==> config.mk <==
export PLATFORM = sky130hd
export DESIGN_NAME = imm_gen_pipe
export DESIGN_NICKNAME = d
export VERILOG_FILES = /design/src/rtl/imm_gen_pipe.sv
export SDC_FILE = /design/constraint.sdc
export NUM_CORES = 1
export LEC_CHECK = 0
export CORE_UTILIZATION = 44
export CTS_CLUSTER_DIAMETER = 100
export DETAILED_ROUTE_END_ITERATION = 8
export DONT_BUFFER_PORTS = 1
export GPL_TIMING_DRIVEN = 0
export PLACE_DENSITY = 0.61
export SETUP_SLACK_MARGIN = 0.05
export SYNTH_ARGS = -nofsm -noshare
export SYNTH_HDL_FRONTEND = slang
export SYNTH_SLANG_ARGS = --single-unit
==> constraint.sdc <==
create_clock -name i_clk -period 5.5 [get_ports i_clk]
set_input_delay 0.55 -clock i_clk [delete_from_list [all_inputs] [get_ports i_clk]]
set_output_delay 0.55 -clock i_clk [all_outputs]
set_load 0.01 [all_outputs]
==> src/rtl/imm_gen_pipe.sv <==
// ---------------------------------------------------------------------------------------------
// imm_gen_pipe
//   Pipelined immediate generator placed between fetch and decode. Every accepted instruction
//   is decoded on the way in (immediate, format class, illegal-opcode flag and PC-relative
//   target). The decoded entry is then held in a two-entry elastic buffer: an output register
//   (OR) that drives the out_* ports, and a skid register (SK) that absorbs one extra entry.
//   Because of the skid register, in_ready depends only on registered state and never on
//   out_ready.
//
// Parameters
//   XLEN    datapath width, 32 or 64
//   TGT_EN  1: compute o_out_target, 0: o_out_target tied to zero and the adder is removed
//
// Ports
//   i_clk          rising-edge clock
//   i_rst          asynchronous active-high reset
//   i_flush        synchronous flush, drops both buffered entries and the input in that cycle
//   i_in_valid     upstream instruction valid
//   o_in_ready     block can accept this cycle (derived from registered state only)
//   i_in_instr     32-bit instruction word
//   i_in_pc        PC of i_in_instr
//   o_out_valid    out_* fields valid
//   i_out_ready    downstream accepts this cycle
//   o_out_imm      sign-/zero-extended immediate
//   o_out_fmt      0 R/none, 1 I, 2 S, 3 B, 4 U, 5 J, 6 SHIFT, 7 CSR-uimm
//   o_out_target   pc + imm for B, J and AUIPC, otherwise 0
//   o_out_illegal  opcode not recognised for this XLEN
//   o_out_pc       pass-through of i_in_pc
// ---------------------------------------------------------------------------------------------
module imm_gen_pipe #(
    parameter int unsigned XLEN   = 32,
    parameter int unsigned TGT_EN = 1
) (
    input  logic            i_clk,
    input  logic            i_rst,
    input  logic            i_flush,
    input  logic            i_in_valid,
    output logic            o_in_ready,
    input  logic [31:0]     i_in_instr,
    input  logic [XLEN-1:0] i_in_pc,
    output logic            o_out_valid,
    input  logic            i_out_ready,
    output logic [XLEN-1:0] o_out_imm,
    output logic [2:0]      o_out_fmt,
    output logic [XLEN-1:0] o_out_target,
    output logic            o_out_illegal,
    output logic [XLEN-1:0] o_out_pc
);

    // -----------------------------------------------------------------------------------------
    // Parameter legality
    // -----------------------------------------------------------------------------------------
    if (XLEN != 32 && XLEN != 64) begin : g_bad_xlen
        $error("imm_gen_pipe: XLEN must be 32 or 64");
    end

    localparam bit Rv64 = (XLEN == 64);

    // Decoded entry layout: {imm, fmt, target, illegal, pc}
    localparam int unsigned DW = 3 * XLEN + 4;

    localparam logic [2:0] FmtNone  = 3'd0;
    localparam logic [2:0] FmtI     = 3'd1;
    localparam logic [2:0] FmtS     = 3'd2;
    localparam logic [2:0] FmtB     = 3'd3;
    localparam logic [2:0] FmtU     = 3'd4;
    localparam logic [2:0] FmtJ     = 3'd5;
    localparam logic [2:0] FmtShift = 3'd6;
    localparam logic [2:0] FmtCsr   = 3'd7;

    localparam logic [6:0] OpOpImm   = 7'b0010011;
    localparam logic [6:0] OpOpImm32 = 7'b0011011;
    localparam logic [6:0] OpLoad    = 7'b0000011;
    localparam logic [6:0] OpJalr    = 7'b1100111;
    localparam logic [6:0] OpFence   = 7'b0001111;
    localparam logic [6:0] OpStore   = 7'b0100011;
    localparam logic [6:0] OpBranch  = 7'b1100011;
    localparam logic [6:0] OpLui     = 7'b0110111;
    localparam logic [6:0] OpAuipc   = 7'b0010111;
    localparam logic [6:0] OpJal     = 7'b1101111;
    localparam logic [6:0] OpSystem  = 7'b1110011;
    localparam logic [6:0] OpOp      = 7'b0110011;
    localparam logic [6:0] OpOp32    = 7'b0111011;

    // -----------------------------------------------------------------------------------------
    // Immediate extraction, all candidates formed at XLEN width
    // -----------------------------------------------------------------------------------------
    logic [6:0]      w_opcode;
    logic [2:0]      w_funct3;
    logic            w_is_shift;
    logic [XLEN-1:0] w_imm_i;
    logic [XLEN-1:0] w_imm_s;
    logic [XLEN-1:0] w_imm_b;
    logic [XLEN-1:0] w_imm_u;
    logic [XLEN-1:0] w_imm_j;
    logic [XLEN-1:0] w_shamt;
    logic [XLEN-1:0] w_shamt5;
    logic [XLEN-1:0] w_uimm;

    assign w_opcode   = i_in_instr[6:0];
    assign w_funct3   = i_in_instr[14:12];
    assign w_is_shift = (w_funct3 == 3'b001) || (w_funct3 == 3'b101);

    assign w_imm_i  = XLEN'($signed(i_in_instr[31:20]));
    assign w_imm_s  = XLEN'($signed({i_in_instr[31:25], i_in_instr[11:7]}));
    assign w_imm_b  = XLEN'($signed({i_in_instr[31], i_in_instr[7], i_in_instr[30:25],
                                     i_in_instr[11:8], 1'b0}));
    assign w_imm_u  = XLEN'($signed({i_in_instr[31:12], 12'b0}));
    assign w_imm_j  = XLEN'($signed({i_in_instr[31], i_in_instr[19:12], i_in_instr[20],
                                     i_in_instr[30:21], 1'b0}));
    // funct7 bits (including the SRAI marker bit 30) never reach the shift amount
    assign w_shamt  = Rv64 ? XLEN'(i_in_instr[25:20]) : XLEN'(i_in_instr[24:20]);
    assign w_shamt5 = XLEN'(i_in_instr[24:20]);
    assign w_uimm   = XLEN'(i_in_instr[19:15]);

    // -----------------------------------------------------------------------------------------
    // Opcode decode
    // -----------------------------------------------------------------------------------------
    logic [XLEN-1:0] w_imm;
    logic [2:0]      w_fmt;
    logic            w_illegal;
    logic            w_use_tgt;

    always_comb begin
        w_imm     = '0;
        w_fmt     = FmtNone;
        w_illegal = 1'b0;
        w_use_tgt = 1'b0;
        case (w_opcode)
            OpOpImm: begin
                if (w_is_shift) begin
                    w_fmt = FmtShift;
                    w_imm = w_shamt;
                end else begin
                    w_fmt = FmtI;
                    w_imm = w_imm_i;
                end
            end
            OpOpImm32: begin
                // Word shifts only have a 5-bit shamt even on RV64
                if (!Rv64) begin
                    w_illegal = 1'b1;
                end else if (w_is_shift) begin
                    w_fmt = FmtShift;
                    w_imm = w_shamt5;
                end else begin
                    w_fmt = FmtI;
                    w_imm = w_imm_i;
                end
            end
            OpLoad, OpJalr, OpFence: begin
                w_fmt = FmtI;
                w_imm = w_imm_i;
            end
            OpStore: begin
                w_fmt = FmtS;
                w_imm = w_imm_s;
            end
            OpBranch: begin
                w_fmt     = FmtB;
                w_imm     = w_imm_b;
                w_use_tgt = 1'b1;
            end
            OpLui: begin
                w_fmt = FmtU;
                w_imm = w_imm_u;
            end
            OpAuipc: begin
                w_fmt     = FmtU;
                w_imm     = w_imm_u;
                w_use_tgt = 1'b1;
            end
            OpJal: begin
                w_fmt     = FmtJ;
                w_imm     = w_imm_j;
                w_use_tgt = 1'b1;
            end
            OpSystem: begin
                if (w_funct3[2]) begin
                    w_fmt = FmtCsr;
                    w_imm = w_uimm;
                end else begin
                    w_fmt = FmtI;
                    w_imm = w_imm_i;
                end
            end
            OpOp: begin
                w_fmt = FmtNone;
            end
            OpOp32: begin
                w_illegal = !Rv64;
            end
            default: begin
                w_illegal = 1'b1;
            end
        endcase
    end

    // -----------------------------------------------------------------------------------------
    // PC-relative target, wraps modulo 2^XLEN
    // -----------------------------------------------------------------------------------------
    logic [XLEN-1:0] w_target;

    if (TGT_EN != 0) begin : g_tgt
        assign w_target = w_use_tgt ? (i_in_pc + w_imm) : '0;
    end else begin : g_no_tgt
        assign w_target = '0;
    end

    logic [DW-1:0] w_dec;
    assign w_dec = {w_imm, w_fmt, w_target, w_illegal, i_in_pc};

    // -----------------------------------------------------------------------------------------
    // Two-entry elastic buffer (OR drives the outputs, SK catches the overflow entry)
    // -----------------------------------------------------------------------------------------
    logic          r_or_valid;
    logic          r_sk_valid;
    logic [DW-1:0] r_or_data;
    logic [DW-1:0] r_sk_data;
    logic          w_accept;
    logic          w_out_fire;

    assign o_in_ready  = ~r_sk_valid;
    assign o_out_valid = r_or_valid;
    assign w_accept    = i_in_valid & ~r_sk_valid;
    assign w_out_fire  = r_or_valid & i_out_ready;

    always_ff @(posedge i_clk or posedge i_rst) begin
        if (i_rst) begin
            r_or_valid <= 1'b0;
            r_sk_valid <= 1'b0;
            r_or_data  <= '0;
            r_sk_data  <= '0;
        end else if (i_flush) begin
            r_or_valid <= 1'b0;
            r_sk_valid <= 1'b0;
        end else if (w_out_fire && r_sk_valid) begin
            // SK full implies in_ready was low, so no accept can coincide with this move
            r_or_data  <= r_sk_data;
            r_sk_valid <= 1'b0;
        end else if (w_accept) begin
            if (!r_or_valid || w_out_fire) begin
                r_or_data  <= w_dec;
                r_or_valid <= 1'b1;
            end else begin
                r_sk_data  <= w_dec;
                r_sk_valid <= 1'b1;
            end
        end else if (w_out_fire) begin
            r_or_valid <= 1'b0;
        end
    end

    assign {o_out_imm, o_out_fmt, o_out_target, o_out_illegal, o_out_pc} = r_or_data;

endmodule
# After elaboration in Yosys (flattened, before gate mapping)
# Index checks and enable logic that the tools add are counted.
[word_totals]
register_bits = 202
inputBits = 69
output_inout_bits = 102
word_cells = 64
[classes]
add_sub_neg = 1
n_eq_ne = 16
n_mux = 21
bitwise_logic = 6
reduce_logical = 16
[ops]
columns = ["operator", "count"]
rows = [
  ["two-way mux 100 bit", 3],
  ["one-hot mux 32 bit (7 select lines)", 1],
  ["two-way mux 32 bit", 3],
  ["adder 32 bit", 1],
  ["equality test 7 bit, second input constant", 4],
  ["equality test 7 x 6 -> 1 bit, second input constant", 3],
  ["one-hot mux 3 bit (7 select lines)", 1],
  ["equality test 7 x 5 -> 1 bit, second input constant", 2],
  ["two-way mux 1 bit", 11],
  ["OR reduction 11 bit", 1],
  ["equality test 7 x 2 -> 1 bit, second input constant", 1],
  ["equality test 7 x 4 -> 1 bit, second input constant", 1],
  ["two-way mux 3 bit", 2],
  ["AND reduction 3 bit", 2],
  ["nonzero test 3 bit", 2],
  ["OR reduction 3 bit", 2],
  ["NOT 1 bit", 4],
  ["AND reduction 4 bit", 1],
  ["nonzero test 2 bit", 2],
  ["equality test 3 x 1 -> 1 bit, second input constant", 1],
  ["equality test 3 bit, second input constant", 1],
  ["!= test 3 x 2 -> 1 bit, second input constant", 1],
  ["!= test 3 bit, second input constant", 1],
  ["bitwise AND 1 bit", 2],
  ["6 further kinds", 7],
]

# Logic depth before layout (Yosys ltp)
# Gate-level depths: netlist (run 1).
[depth]
word_depth = 9
mapped_depth = 20
depth_no_buf = 18

# Worst setup path after synthesis (run 1)
# OpenSTA, ideal clock, no wires.
[synth_timing]
path_type = "input to register"
startpoint = "input i_in_instr[5]"
endpoint = "register r_or_data[61]"
setup_ns = 0.128
t_arrival_ns = 3.967
t_required_ns = 5.372
setup_slack_ns = 1.405
stages = 17
path_buffers = 1
cell_sequence = "and2_1 buf_4 mux2_2 a22oi_1 o22ai_1 a222oi_1 inv_1 fa_1 a21o_1 nand4_1 nand3_1 a2111oi_4 o311ai_4 nor2b_1 a21oi_1 xor2_1 o31ai_2"
[synth_via]
elab_chain_cells = 8
elab_cells_between_ends = 20
cone_classes = "1 x add/sub; 10 x eq/ne; 6 x mux; 3 x reduce/logical"
[synth_lines]
columns = ["item", "line", "source"]
rows = [
  ["from (decl)", "39", "input logic [31:0] i_in_instr,"],
  ["equality test 7 x 2 -> 1 bit (tied with other cells)", "129", "case (w_opcode)"],
  ["OR reduction 3 bit or OR reduction 2 bit (tied branches)", "-", ""],
  ["one-hot mux 32 bit (7 select lines) (*)", "129", ""],
  ["named net w_imm[1]", "119", "logic [XLEN-1:0] w_imm;"],
  ["adder 32 bit (*)", "205", "assign w_target = w_use_tgt ? (i_in_pc + w_imm) : '0;"],
  ["two-way mux 32 bit (*)", "205", ""],
  ["two-way mux 100 bit (*)", "242", "if (!r_or_valid || w_out_fire) begin"],
  ["two-way mux 100 bit (*)", "241", "end else if (w_accept) begin"],
  ["two-way mux 100 bit (*)", "237", "end else if (w_out_fire && r_sk_valid) begin"],
  ["to (signal assigned)", "239", "r_or_data <= r_sk_data;"],
  ["to (signal assigned)", "243", "r_or_data <= w_dec;"],
  ["to (decl)", "218", "logic [DW-1:0] r_or_data;"],
]
# Mark *: on every way through the listed nets, which the timed path passes. The rest lies on a longest branch. The select of a mux whose other input is x is not followed.
# A chain may end at the register's enable or synchronous reset.

# Worst setup path after layout (run 1)
[layout_timing]
startpoint = "input i_in_instr[5]"
endpoint = "register r_or_data[58]"
# The elaborated chain is that of the path after synthesis.

==> results.cfg, run 1 <==
[timing]
min_period_over_period = 0.863
fin_crit_ps = 4750
rsz0062_at_grt = no
fin_ws_ps = 754
final-hold-violation-count = 0
finClkSkew_ps = 8.59
drv_slew = 0
setup_tns_ps = 0
slew_headroom = 0.342
holdWs_ps = 11.5
setup_viol = 0
tightest_slew_ps = 987
max_clock_freq_mhz = 211

[power_and_ir_drop]
internal-power_uw = 2760
p_sw_uw = 1040
power_density_nw_per_um2 = 315
power_frac_clock = 0.411
leakagePower_uw = 0.00590
ir_worst_vdd_mv = 0.193
swShare = 0.274
pwr-share-comb = 0.113
seq_power_share = 0.476

[logic_synthesis]
ys_warn_count = 0
syn_nets = 1358
netlist_instances = 1257
synthesis.area_um2 = 10800
yosysTopAreaCell = dfrtp_1
synthTopCellsByCount = nand2_1 (317), dfrtp_1 (202), nor2_1 (125)
yosysMostFrequentCell = nand2_1
synth_top_area_frac = 0.469
synth_flop_cell = dfrtp_1
yosysSeqAreaShare = 0.469
synth_edf_count = 0
ys_async_sr_fraction = 1.00
yosys.cell_types.count = 68
ys_ff_latch = 202
syn_area_per_cell_um2 = 8.58
synthTopCellsByArea = dfrtp_1 (47%), nand2_1 (11%), nor2_1 (4.4%), ha_1 (3.6%), o21ai_0 (3.5%)

[global_routing]
overflow = 0
grt_usage = 0.279
grt_start_max_net_pins = 43
grt_first_pass_wirelength_um = 52700
grt_pass1_vias = 9062
antenna_found_initial = 0

[floorplanning]
core_area_um2 = 23800
chipHeight_um = 159
rows = 56
top_level_ports = 171
die_area_um2 = 25100
die_w_um = 159
start_util = 0.454

[detailed_routing]
ant_nets = 0
vias = 9341
drc_errors = 0
vias_per_cell = 5.76
totalWireLength_um = 34500
wl_per_cell_um = 21.3
drt_iter0_drc = 799
dr.pass1.iters = 5

[placement]
portBuffers = 0
place_congestion = 0.918
hpwl_um = 26200
pre_cts_slack_ps = 417

[finish]
area_growth_pct = 11.8
n_fill_cell = 2206
nNetsFinal = 1389
drive_gt1_frac = 0.0714
antenna_cells = 0
multi_input_area_um2 = 5180
seqCellArea_um2 = 5050

[critical_path]
arrival_ps = 5130
end_kind = register
r2r_start = r_sk_valid
cp-endpoint = r_or_data[58]
reg2reg_depth = 7
crit_start = i_in_instr[5]
cp_data_required_time_ps = 5880
start_kind = input port
r2r_slack_ps = 2380
timing_worst_setup_path_type = in -> reg
r2r-end = r_or_data[71]
path_max_fanout = 8

[clocking]
cts.sinks = 202
clock_latency_ps = 510
hold_buffers = 0
cts_setup_buffers = 0
cts_buffers = 23
clockBufferDepth = 3
path_clk_slew_ps = 60
root_buffer = clkbuf_16
cts_resized = 0
tritoncts = yes
cts.htree.levels = 1

[worst_hold_path]
hp-class = in -> async

[run]
drv_cap = 0

[run_status]
status = finished, final reports clean
## worst min-delay path by stage
stage / end / slack (ps)
after detailed placement: r_sk_data[63] / 460
after global routing: r_or_data[4] / 60
after CTS: r_or_data[4] / 30
final: r_or_data[4] / 10
after floorplan: r_sk_data[58] / 440
after global placement: r_sk_data[64] / 450
## critical path, stage by stage
cell and delay [ps]:
and2_1 130, buf_4 160, mux2_2 280, a22oi_1 270, o22ai_1 220, a222oi_1 810, inv_1 200, ha_1 330
a21oi_1 180, nor2_1 110, o31a_1 310, o2111ai_1 390, and2_1 220, a21oi_1 80, or3_1 390, a32oi_1 360
o21ai_0 120
## flip-flops by register name (all words and copies together) (netlist names)
name,cells
o_out_valid,1
r_or_data,100
r_sk_data,100
r_sk_valid,1
## cells by family (layout without fill, tap and decap cells)
kind of cell    Yosys count  count (layout)  synth area share
xor+xnor                 27              27            0.0219
buf+inv                 121             166            0.0506
compound gates          342             342             0.211
fa+ha+maj                32              32            0.0378
mux                       9               9           0.00929
flops                   202             202             0.469
simple gates            524             524             0.200
## through the flow
step	cell area (µm²)	cells	utilization	total power, µW
after global placement	11200	1576	0.471	2240
after CTS	12000	1620	0.507	3830
after floorplan	10800	1257	-	2120
final	12000	1621	0.507	3800
after global routing	12000	1621	0.507	3980
after detailed placement	11300	1581	0.475	2260
## cell type report
| class | instances | share of cell area |
|---|---|---|
| repair buffers | 6 | 0.00893 |
| flip-flops and latches | 202 | 0.420 |
| clock inverters | 7 | 0.00976 |
| clock buffers | 32 | 0.0531 |
| plain buffers | 79 | 0.0322 |
| well taps | 319 | 0.0331 |
| multi-input cells | 934 | 0.430 |
| inverters | 42 | 0.0134 |
## cells in the final DEF (no fill, tap or decap), drive strengths merged, types with 4 or more instances in the layout
master and n:
a222oi 4, and2 11, ha 31, a21oi 82, xnor2 12, xor2 15
or3 5, a31oi 49, o22ai 5, a22o 10, nor4 5, o31ai 11
nand4 5, nor3 7, dfrtp 202, mux2 8, o21ai 80, buf 17
o21a 4, o211ai 6, inv 43, and3 13, nor2b 6, a221oi 13
clkbuf 100, nor2 125, nand2 318, a21o 36, nand3 20, a211oi 22
## power by group through the flow
stage                     logic (µW)  registers, µW  clock network, µW
after global placement           412           1830                  0
after detailed placement         429           1830                  0
after CTS                        430           1810               1590
final                            429           1810               1560
after floorplan                  322           1800                  0
after global routing             490           1830               1660
## layer usage
| layer | share of wire | track usage | wire (µm) |
|---|---|---|---|
| met1 | 0.44 | 0.384 | 15100 |
| met2 | 0.44 | 0.423 | 15100 |
| met3 | 0.086 | 0.0680 | 2970 |
| met4 | 0.040 | 0.107 | 1360 |
| met5 | 0 | 0 | 0 |
Power figures use the tool's default switching activity.
==> run 2, diff against run 1 <==
--- a/config.mk
+++ b/config.mk
@@ -5,12 +5,14 @@
 export SDC_FILE = /design/constraint.sdc
 export NUM_CORES = 1
 export LEC_CHECK = 0
-export CORE_UTILIZATION = 44
+export CELL_PAD_IN_SITES_DETAIL_PLACEMENT = 1
+export CELL_PAD_IN_SITES_GLOBAL_PLACEMENT = 1
+export CORE_UTILIZATION = 43
 export CTS_CLUSTER_DIAMETER = 100
 export DETAILED_ROUTE_END_ITERATION = 8
 export DONT_BUFFER_PORTS = 1
 export GPL_TIMING_DRIVEN = 0
-export PLACE_DENSITY = 0.61
+export PLACE_DENSITY = 0.76
 export SETUP_SLACK_MARGIN = 0.05
 export SYNTH_ARGS = -nofsm -noshare
 export SYNTH_HDL_FRONTEND = slang
==> results.cfg, run 2 (same netlist as run 1, synthesis figures left out) <==
[timing]
setup_viol = 0
finClkSkew_ps = 6.63
min_period_over_period = 0.879
setup_tns_ps = 0
fin_ws_ps = 665
holdWs_ps = 100
max_clock_freq_mhz = 207
tightest_slew_ps = 1030
rsz0062_at_grt = no
fin_crit_ps = 4830
slew_headroom = 0.310
final-hold-violation-count = 0
drv_slew = 0

[detailed_routing]
totalWireLength_um = 37700
wl_per_cell_um = 23.1
drt_iter0_drc = 659
dr.pass1.iters = 7
vias_per_cell = 5.89
drc_errors = 0
ant_nets = 0
vias = 9604

[global_routing]
grt_pass1_vias = 10100
antenna_found_initial = 0
grt_usage = 0.298
grt_first_pass_wirelength_um = 59100
grt_start_max_net_pins = 42
overflow = 0

[critical_path]
start_kind = input port
timing_worst_setup_path_type = in -> reg
end_kind = register
cpPeakStageDelay_ps = 810
slowest_stage = a222oi_1
cp_data_required_time_ps = 5860
cp_cell_sequence = and2_1 > buf_4 > mux2_2 > a22oi_1 > o22ai_1 > a222oi_1 > inv_1 > ha_1 > a21oi_1 > nor2_1 > o31a_1 > o2111ai_1 > and2_1 > a21oi_1 > or3_1 > a32oi_1 > o21ai_0
arrival_ps = 5200
path_max_fanout = 8

[finish]
n_fill_cell = 2949
stdcell_area_um2 = 12100
multi_input_area_um2 = 5180
drive_gt1_frac = 0.0727
largestRegisters = r_or_data (100), r_sk_data (100)
instances_no_fill = 1631
antenna_cells = 0
layout_commonest_cell = nand2_1
nNetsFinal = 1391
seqCellArea_um2 = 5050
area_growth_pct = 12.2
layout_common_cells = nand2_1 (317), dfrtp_1 (202), nor2_1 (125)

[floorplanning]
start_util = 0.441
die_area_um2 = 25700
top_level_ports = 171
chipHeight_um = 160
rows = 57
core_area_um2 = 24500
die_w_um = 160

[clocking]
cts.sinks = 202
clock_latency_ps = 510
cts_setup_buffers = 0
cts.htree.levels = 1
clockBufferDepth = 3
cts_buffers = 24
tritoncts = yes
path_clk_slew_ps = 60
root_buffer = clkbuf_16

[power_and_ir_drop]
ir_worst_vdd_mv = 0.208
leakagePower_uw = 0.00593
power_density_nw_per_um2 = 320

[run]
drv_cap = 0

[placement]
placed_cell_area_um2 = 11300
dp_cells = 1586
portBuffers = 0
pre_cts_slack_ps = 299
hpwl_um = 28800
place_congestion = 0.917

[run_status]
status = finished, final reports clean

[worst_hold_path]
hp-class = in -> reg
[run 2: changes by cell type in the layout (fill, tap and decap cells not counted), sizes merged]
cell / delta
clkbuf: +2
dlygate4sd3: +1
inv: -2
clkinv: +4
[run 2: timing repair]
| item | 4_1_cts | 5_1_grt |
|---|---|---|
| endpoints found under the hold margin | 14 | 0 |
| gates resized for setup | 0 | 0 |
| hold buffers | 1 | 0 |
[run 2: path summary, 6_finish.rpt]
| path | from | to | slack (ps) | cells after the start |
|---|---|---|---|---|
| max | i_in_instr[5] | r_or_data[58] | 670 | 17 |
| min | i_flush | r_sk_valid | 100 | 1 |
| max reg2reg | r_sk_valid | r_or_data[69] | 2390 | 7 |
| min reg2reg | r_sk_data[62] | r_sk_data[62] | 470 | 2 |
| max in group asynchronous | i_rst | r_or_data[87] | 3890 | 5 |
| min in group asynchronous | i_rst | r_sk_data[3] | 520 | 2 |
[run 2: final cells by class]
type,count,area share
sequential,202,0.418
multi-input combinational,934,0.428
clock buffer,34,0.0553
inverter,42,0.0133
buffer,79,0.0321
tap,324,0.0335
timing repair buffer,7,0.00972
clock inverter,9,0.00993
[run 2: stage by stage]
step	total power, µW	utilization
after detailed placement	2280	0.461
after CTS	3900	0.494
final	3870	0.494
after floorplan	2120	-
after global placement	2250	0.457
after global routing	4020	0.494
[run 2: metal layers]
metal,track usage,vias to the layer above,wire length (µm)
met5,0,-,0
met4,0.106,0,1260
met1,0.400,4834,16400
met2,0.483,303,17600
met3,0.0532,66,2440
li1,-,4401,-
[run 2: critical path: cells and delay by family]
family,cells,cell delay [ps]
AO/OA/AOI/OAI,9,2760
AND/OR/NAND/NOR,4,880
buffers and inverters,2,360
adder cells (fa/ha/maj),1,340
multiplexers,1,290
[run 2: where the power goes]
part / total (µW) / switching, µW / internal, µW
logic: 445 / 286 / 159
clock network: 1610 / 628 / 985
registers: 1810 / 159 / 1650
